`config.mk`:
```
export PLATFORM = sky130hd
export DESIGN_NAME = mult_div_unit
export DESIGN_NICKNAME = d
export VERILOG_FILES = /design/src/rtl/mult_div_unit_pkg.sv /design/src/rtl/mult_div_unit_iter.sv /design/src/rtl/mult_div_unit.sv
export SDC_FILE = /design/constraint.sdc
export NUM_CORES = 1
export LEC_CHECK = 0
export CORE_MARGIN = 8
export CORE_UTILIZATION = 55
export CTS_CLUSTER_SIZE = 10
export DETAILED_ROUTE_END_ITERATION = 8
export GPL_TIMING_DRIVEN = 0
export PLACE_DENSITY = 0.81
export SYNTH_ARGS = -nofsm -noshare
export SYNTH_HDL_FRONTEND = slang
export SYNTH_HIERARCHICAL = 1
export SYNTH_SLANG_ARGS = --single-unit
```
`constraint.sdc`:
```
create_clock -name iCLK -period 8.5 [get_ports iCLK]
set_clock_uncertainty 0.1 [all_clocks]
set_input_delay 1.275 -clock iCLK [delete_from_list [all_inputs] [get_ports iCLK]]
set_output_delay 1.275 -clock iCLK [all_outputs]
set_load 0.02 [all_outputs]
```
`src/rtl/mult_div_unit_pkg.sv`:
```
// ---------------------------------------------------------------------------
// mult_div_unit_pkg
// Shared ALU definitions: the 5-bit operation codes produced by the ALU
// control block and consumed by the multiply/divide unit, plus small helper
// functions that classify those codes.
// No ports (package).
// ---------------------------------------------------------------------------
package mult_div_unit_pkg;

  // ALU operation codes driven on iControlSignal by the ALU control block
  localparam logic [4:0] OPADD   = 5'd0;
  localparam logic [4:0] OPSUB   = 5'd1;
  localparam logic [4:0] OPAND   = 5'd2;
  localparam logic [4:0] OPOR    = 5'd3;
  localparam logic [4:0] OPMULT  = 5'd16;
  localparam logic [4:0] OPMULTU = 5'd17;
  localparam logic [4:0] OPDIV   = 5'd18;
  localparam logic [4:0] OPDIVU  = 5'd19;
  localparam logic [4:0] OPMADD  = 5'd20;
  localparam logic [4:0] OPMADDU = 5'd21;
  localparam logic [4:0] OPMSUB  = 5'd22;
  localparam logic [4:0] OPMSUBU = 5'd23;
  localparam logic [4:0] OPMTHI  = 5'd24;
  localparam logic [4:0] OPMTLO  = 5'd25;

  // Operations that run through the 32-cycle shift core
  function automatic logic isIterativeOp(input logic [4:0] op);
    return op inside {OPMULT, OPMULTU, OPDIV, OPDIVU,
                      OPMADD, OPMADDU, OPMSUB, OPMSUBU};
  endfunction

  function automatic logic isDivOp(input logic [4:0] op);
    return (op == OPDIV) || (op == OPDIVU);
  endfunction

  // Signed variants need magnitude conversion before and sign fix after
  function automatic logic isSignedOp(input logic [4:0] op);
    return op inside {OPMULT, OPDIV, OPMADD, OPMSUB};
  endfunction

  function automatic logic isMaddOp(input logic [4:0] op);
    return (op == OPMADD) || (op == OPMADDU);
  endfunction

  function automatic logic isMsubOp(input logic [4:0] op);
    return (op == OPMSUB) || (op == OPMSUBU);
  endfunction

endpackage

```
`src/rtl/mult_div_unit_iter.sv`:
```
// ---------------------------------------------------------------------------
// mdu_iter_core
// Unsigned one-bit-per-cycle engine shared by multiply and divide.
//   multiply : shift-add, hi accumulates, lo holds the multiplier and
//              fills with product bits; {hi,lo} = opd * lo after 32 steps
//   divide   : restoring shift-subtract, lo holds the dividend and fills
//              with quotient bits; hi ends as the remainder
// Ports:
//   iCLK, iRST  clock and synchronous active-high reset
//   iLoad       load hi=0, lo=iLoadLo, opd=iLoadOpd
//   iStep       perform one iteration
//   iDivMode    1 = divide step, 0 = multiply step
//   iLoadLo     multiplier (multiply) or dividend (divide), magnitude
//   iLoadOpd    multiplicand (multiply) or divisor (divide), magnitude
//   oHi, oLo    working registers; final product / remainder:quotient
// ---------------------------------------------------------------------------
module mdu_iter_core (
  input  logic        iCLK,
  input  logic        iRST,
  input  logic        iLoad,
  input  logic        iStep,
  input  logic        iDivMode,
  input  logic [31:0] iLoadLo,
  input  logic [31:0] iLoadOpd,
  output logic [31:0] oHi,
  output logic [31:0] oLo
);

  logic [31:0] hiReg, loReg, opdReg;
  logic [32:0] mulSum;
  logic [32:0] divShifted;
  logic [33:0] divDiff;

  // One iteration of each algorithm; the divide compare uses a spare top
  // bit so a negative trial difference shows up as divDiff[33]
  always_comb begin
    mulSum     = {1'b0, hiReg} + (loReg[0] ? {1'b0, opdReg} : 33'd0);
    divShifted = {hiReg, loReg[31]};
    divDiff    = {1'b0, divShifted} - {2'b00, opdReg};
  end

  // Working registers: load on request, otherwise advance one bit per step
  always_ff @(posedge iCLK) begin
    if (iRST) begin
      hiReg  <= '0;
      loReg  <= '0;
      opdReg <= '0;
    end else if (iLoad) begin
      hiReg  <= '0;
      loReg  <= iLoadLo;
      opdReg <= iLoadOpd;
    end else if (iStep) begin
      if (iDivMode) begin
        if (!divDiff[33]) begin
          hiReg <= divDiff[31:0];
          loReg <= {loReg[30:0], 1'b1};
        end else begin
          hiReg <= divShifted[31:0];
          loReg <= {loReg[30:0], 1'b0};
        end
      end else begin
        hiReg <= mulSum[32:1];
        loReg <= {mulSum[0], loReg[31:1]};
      end
    end
  end

  assign oHi = hiReg;
  assign oLo = loReg;

endmodule

```
`src/rtl/mult_div_unit.sv`:
```
// ---------------------------------------------------------------------------
// mult_div_unit
// HI/LO multiply/divide unit. Iterative ops take 34 edges: latch, 32 core
// steps, then a fixup edge that applies signs/accumulation and writes HI/LO.
// MTHI/MTLO write directly in a single edge.
// Ports:
//   iCLK, iRST       clock and synchronous active-high reset
//   iStart           operation request (accepted only when idle)
//   iControlSignal   ALU operation code
//   iA, iB           rs / rt operands
//   oHI, oLO         HI and LO registers
//   oBusy            iterative operation in flight
//   oDone            one-cycle pulse after HI/LO written by an iterative op
// ---------------------------------------------------------------------------
module mult_div_unit
  import mult_div_unit_pkg::*;
(
  input  logic        iCLK,
  input  logic        iRST,
  input  logic        iStart,
  input  logic [4:0]  iControlSignal,
  input  logic [31:0] iA,
  input  logic [31:0] iB,
  output logic [31:0] oHI,
  output logic [31:0] oLO,
  output logic        oBusy,
  output logic        oDone
);

  typedef enum logic [1:0] {IDLE, CALC, FIXUP} state_e;

  state_e      state, nextState;
  logic [4:0]  opReg;
  logic [31:0] aReg, bReg;
  logic [4:0]  count;
  logic [31:0] hiReg, loReg;
  logic        doneReg;

  logic        accept, mtWrite;
  logic [31:0] aMag, bMag;
  logic [31:0] coreHi, coreLo;
  logic [63:0] coreProd, signedProd, accumResult;
  logic [31:0] fixHi, fixLo;
  logic        prodNeg, quotNeg, remNeg;

  // Request decode: only an idle unit listens to iStart. Signed ops hand
  // the core magnitudes; negating 32'h80000000 yields itself, which is the
  // correct unsigned magnitude.
  always_comb begin
    accept  = (state == IDLE) && iStart && isIterativeOp(iControlSignal);
    mtWrite = (state == IDLE) && iStart &&
              ((iControlSignal == OPMTHI) || (iControlSignal == OPMTLO));
    aMag = (isSignedOp(iControlSignal) && iA[31]) ? -iA : iA;
    bMag = (isSignedOp(iControlSignal) && iB[31]) ? -iB : iB;
  end

  mdu_iter_core uCore (
    .iCLK     (iCLK),
    .iRST     (iRST),
    .iLoad    (accept),
    .iStep    (state == CALC),
    .iDivMode (isDivOp(opReg)),
    .iLoadLo  (isDivOp(iControlSignal) ? aMag : bMag),
    .iLoadOpd (isDivOp(iControlSignal) ? bMag : aMag),
    .oHi      (coreHi),
    .oLo      (coreLo)
  );

  // Next-state logic: 32 CALC cycles counted by count, then one FIXUP
  always_comb begin
    nextState = state;
    case (state)
      IDLE:    if (accept) nextState = CALC;
      CALC:    if (count == 5'd31) nextState = FIXUP;
      FIXUP:   nextState = IDLE;
      default: nextState = IDLE;
    endcase
  end

  // Fixup arithmetic on the latched operands. Division by zero bypasses
  // sign correction so HI gets the original signed dividend back.
  always_comb begin
    coreProd    = {coreHi, coreLo};
    prodNeg     = isSignedOp(opReg) && (aReg[31] ^ bReg[31]);
    quotNeg     = prodNeg;
    remNeg      = isSignedOp(opReg) && aReg[31];
    signedProd  = prodNeg ? -coreProd : coreProd;
    accumResult = signedProd;
    fixHi       = hiReg;
    fixLo       = loReg;
    if (isDivOp(opReg)) begin
      if (bReg == 32'd0) begin
        fixHi = aReg;
        fixLo = 32'hFFFF_FFFF;
      end else begin
        fixLo = quotNeg ? -coreLo : coreLo;
        fixHi = remNeg ? -coreHi : coreHi;
      end
    end else begin
      if (isMaddOp(opReg)) begin
        accumResult = {hiReg, loReg} + signedProd;
      end else if (isMsubOp(opReg)) begin
        accumResult = {hiReg, loReg} - signedProd;
      end
      fixHi = accumResult[63:32];
      fixLo = accumResult[31:0];
    end
  end

  // State, operand latches and HI/LO. Reset wins over everything, so an
  // aborted operation never reaches its fixup write.
  always_ff @(posedge iCLK) begin
    if (iRST) begin
      state   <= IDLE;
      opReg   <= '0;
      aReg    <= '0;
      bReg    <= '0;
      count   <= '0;
      hiReg   <= '0;
      loReg   <= '0;
      doneReg <= 1'b0;
    end else begin
      state   <= nextState;
      doneReg <= (state == FIXUP);
      if (accept) begin
        opReg <= iControlSignal;
        aReg  <= iA;
        bReg  <= iB;
        count <= '0;
      end else if (state == CALC) begin
        count <= count + 5'd1;
      end
      if (mtWrite) begin
        if (iControlSignal == OPMTHI) hiReg <= iA;
        else                          loReg <= iA;
      end else if (state == FIXUP) begin
        hiReg <= fixHi;
        loReg <= fixLo;
      end
    end
  end

  assign oHI   = hiReg;
  assign oLO   = loReg;
  assign oBusy = (state != IDLE);
  assign oDone = doneReg;

endmodule

```
==> metrics.md <==
| Metric | Value |
|---|---|
| Area grow syn2layout | `10.2%` |
| Global-route usage over all layers | `about two fifths` |
| Area contributors post-synth | `dfxtp_1, ha_1, a21oi_1, xnor2_1, nor2_1` |
| Count of different cell masters after synthesis | `129` |
| DRC violation total after the first TritonRoute iteration | `4782` |
| Worst Setup Start Kind | `register` |
| IO buf count | `122` |
| Layout Nets | `4377` |
| Top-level port count | `138` |
| Routed len/inst | `26.3 um` |
| FMAX | `roughly 130 MHz` |
| CTS buffer count | `28` |
| CORE AREA | `0.0503 mm^2` |
| Hold Crit Class | `reg2reg` |
| Number of synthesized flops with an enable pin | `0` |
| Register area share after synthesis | `16.9%` |
| Final Non-Filler Cells | `4787` |
| Synth cell count leaders | `a21oi_1, nor2_1, nand2_1, dfxtp_1, inv_1` |
| Die Wd | `between 200 and 250 um` |
| Slew HR | `20.6%` |
| DRT Pass-1 Iters | `7` |
| Most numerous cell in the Yosys netlist | `a21oi_1` |
| First-pass GRT wire length | `184000 um` |
| Cell Rows | `between 80 and 90` |
| Worst reg-to-reg path cell count | `21` |
| Syn Nets | `4224` |
| Slew @ Worst Pin | `1190 ps` |
| Worst setup EP type | `register` |
| RePlAce Congestion | `between 1 and 1.5` |
| Layout cells sized above 1 | `3.99%` |
| Worst r2r src | `aReg[31]` |
| P_leak | `around 12 nW` |
| Setup TNS | `0 ps` |
| Ys async rst share | `0%` |
| DIE AREA | `0.0585 mm^2` |
| Leading area contributor after synthesis | `dfxtp_1` |
| DR vias | `approximately 32000` |
| R2r setup slk | `650 ps` |
| Routed Antenna Nets | `0` |
| Mean Syn Cell Area | `~7.1 um^2` |
| Clock Latency Late Sink | `600 ps` |
| Worst-path clk slew | `70 ps` |
| Max-cap violations | `0` |
| Final Hold Viols | `0` |
| Outcome | `finished, final reports clean` |
| Yosys warnings | `6` |
| Mapped Cells | `3955` |
| Worst R2R End | `oHI[30]` |
| Cts hold-fix bufs | `0` |
| Kind of critical path | `reg2reg` |
| Max Slew Vio Count | `0` |
| H-tree Lvls | `1` |
| Worst Hold Depth | `2` |
| Post-CTS Setup Inserts | `0` |
| Largest net degree at the start of global routing | `16` |
| Final Setup Violations | `0` |
| CP max FO | `10` |
| Post-DP HPWL | `101000 um` |
| PwrDens | `126 mW/mm^2` |
| Worst EP required | `about 9000 ps` |
| Hold path endpoint | `aReg[7]` |
| Total Wirelength | `126000 um` |
| Initial core utilization | `55.8%` |
| CTS Buffer Depth | `3` |
| Ys flop type | `dfxtp_1` |
| Hold path startpoint | `aReg[7]` |
| Clock sinks | `237` |
| Top-area cell type share of the netlist area | `16.9%` |
| Dpl cells | `4750` |
| Vias per inst | `6.79` |
| CTS root buf | `clkbuf_16` |
| Maximum vdd drop | `about 160 uV` |
| Unrepaired setup endpoints after global routing | `false` |
| Flops & latches, synth | `237` |
| DRC | `0` |
| Period utilization | `92.4%` |
| # resized after CTS | `0` |
| Initial antenna violation count | `0` |
| FILL cells | `4822` |
| Gr ovfl total | `0` |
| CTS tree | `done` |
| Minimum clock period | `7850 ps` |
| Vias in the first global route | `29200` |
| Post-synthesis cell area | `0.0281 mm^2` |
| Worst path arrival time | `8200 ps` |
| Die Height | `between 200 and 250 um` |
[area by class of cell]
class | instances | area [um^2] | share of cell area (%)
Antenna cell | 1 | 2.50 | 0.00809
Buffer | 255 | 1210 | 3.92
Clock buffer | 34 | 763 | 2.47
Clock inverter | 2 | 21.3 | 0.0688
Inverter | 205 | 769 | 2.49
Multi-Input combinational cell | 3258 | 21300 | 69.0
Sequential cell | 237 | 4740 | 15.3
Tap cell | 672 | 841 | 2.72
Timing Repair Buffer | 123 | 1230 | 3.97
[worst max-delay path: stages, from the launching register on]
cell      delay, ps
dfxtp_1         690
xnor2_2         260
nor2_1          190
buf_2           290
clkbuf_1        540
clkbuf_1        570
o31ai_1         200
xnor2_1         550
ha_1            210
clkbuf_1        280
o21ai_0         190
a21oi_1         300
o21ai_0         250
a211oi_1        430
o21ai_0         240
a31oi_1         440
a41oi_1         270
o41a_1          480
o41ai_2         570
a21oi_1         160
a311oi_1        330
o21ai_1         140
[power by group]
part	internal [mW]	switching (mW)	total (mW)	leakage, nW
Sequential	1.15	0.0688	1.22	1.92
Combinational	0.520	1.04	1.56	9.66
Clock	0.620	0.507	1.13	0.387
[state kept, by name (all words and copies together), names as in the netlist]
name          flops
opReg             5
aReg             32
oDone             1
bReg             32
oLO              32
uCore/oHi        32
state             2
count             5
uCore/oLo        32
uCore/opdReg     32
oHI              32
[cells by family after synthesis]
logic type / after synthesis / share of synthesized area (%)
fa+ha+maj: 197 / 8.86
xor+xnor: 276 / 8.67
mux: 146 / 5.22
flops: 237 / 16.9
buf+inv: 460 / 7.06
simple gates: 1333 / 23.0
compound gates: 1306 / 30.3
[cells in the final DEF (no fill, tap or decap), drive strengths merged, types with 32 or more instances in the layout]
| master | synthesis | routed |
|---|---|---|
| a21oi | 473 | 473 |
| nor2 | 393 | 393 |
| nand2 | 382 | 382 |
| clkbuf | 211 | 245 |
| dfxtp | 237 | 237 |
| o21ai | 228 | 228 |
| inv | 201 | 201 |
| ha | 194 | 194 |
| xnor2 | 180 | 180 |
| mux2i | 142 | 142 |
| clkdlybuf4s50 | 1 | 123 |
| xor2 | 96 | 96 |
| nor3 | 93 | 93 |
| a211oi | 82 | 82 |
| nand3 | 78 | 78 |
| nor4 | 65 | 65 |
| a21o | 64 | 64 |
| and2 | 59 | 59 |
| a31oi | 47 | 47 |
| a221oi | 47 | 47 |
| and3 | 47 | 47 |
| o221ai | 44 | 44 |
| buf | 42 | 43 |
| nand4 | 41 | 41 |
| o21bai | 40 | 40 |
| or3 | 39 | 39 |
| o211ai | 38 | 38 |
| o31ai | 36 | 36 |
| nand2b | 32 | 32 |
[worst max-delay path by stage]
| stage | slack (ps) | end | cells after the start | start |
|---|---|---|---|---|
| 3_3_place_gp | 950 | oHI[28] | 20 | uCore/oLo[4] |
| 3_5_place_dp | 1150 | oHI[22] | 21 | aReg[31] |
| 5_1_grt | 640 | oHI[22] | 21 | aReg[31] |
| 2_1_floorplan | 3420 | oHI[22] | 21 | opReg[3] |
| 4_1_cts | 1070 | oHI[22] | 21 | aReg[31] |
| 6_report | 650 | oHI[30] | 21 | aReg[31] |
[through the flow]
stage	util, %	cell area, um^2	setup slack (ps)	hold WS (ps)	total power [mW]
2_1_floorplan	-	28100	3420	333	2.24
3_3_place_gp	59.9	30100	951	340	2.71
3_5_place_dp	59.9	30100	1150	346	2.71
4_1_cts	61.5	30900	1070	355	3.82
5_1_grt	61.5	30900	643	371	4.03
6_report	61.5	30900	646	355	3.90
[routing by layer]
| layer | global-route usage, % | part of all wire [%] |
|---|---|---|
| met1 | 52.4 | 39 |
| met2 | 58.2 | 41 |
| met3 | 10.3 | 13 |
| met4 | 25.4 | 7.6 |
| met5 | 0 | 0 |
No activity file was read; power rests on OpenSTA's default activity.
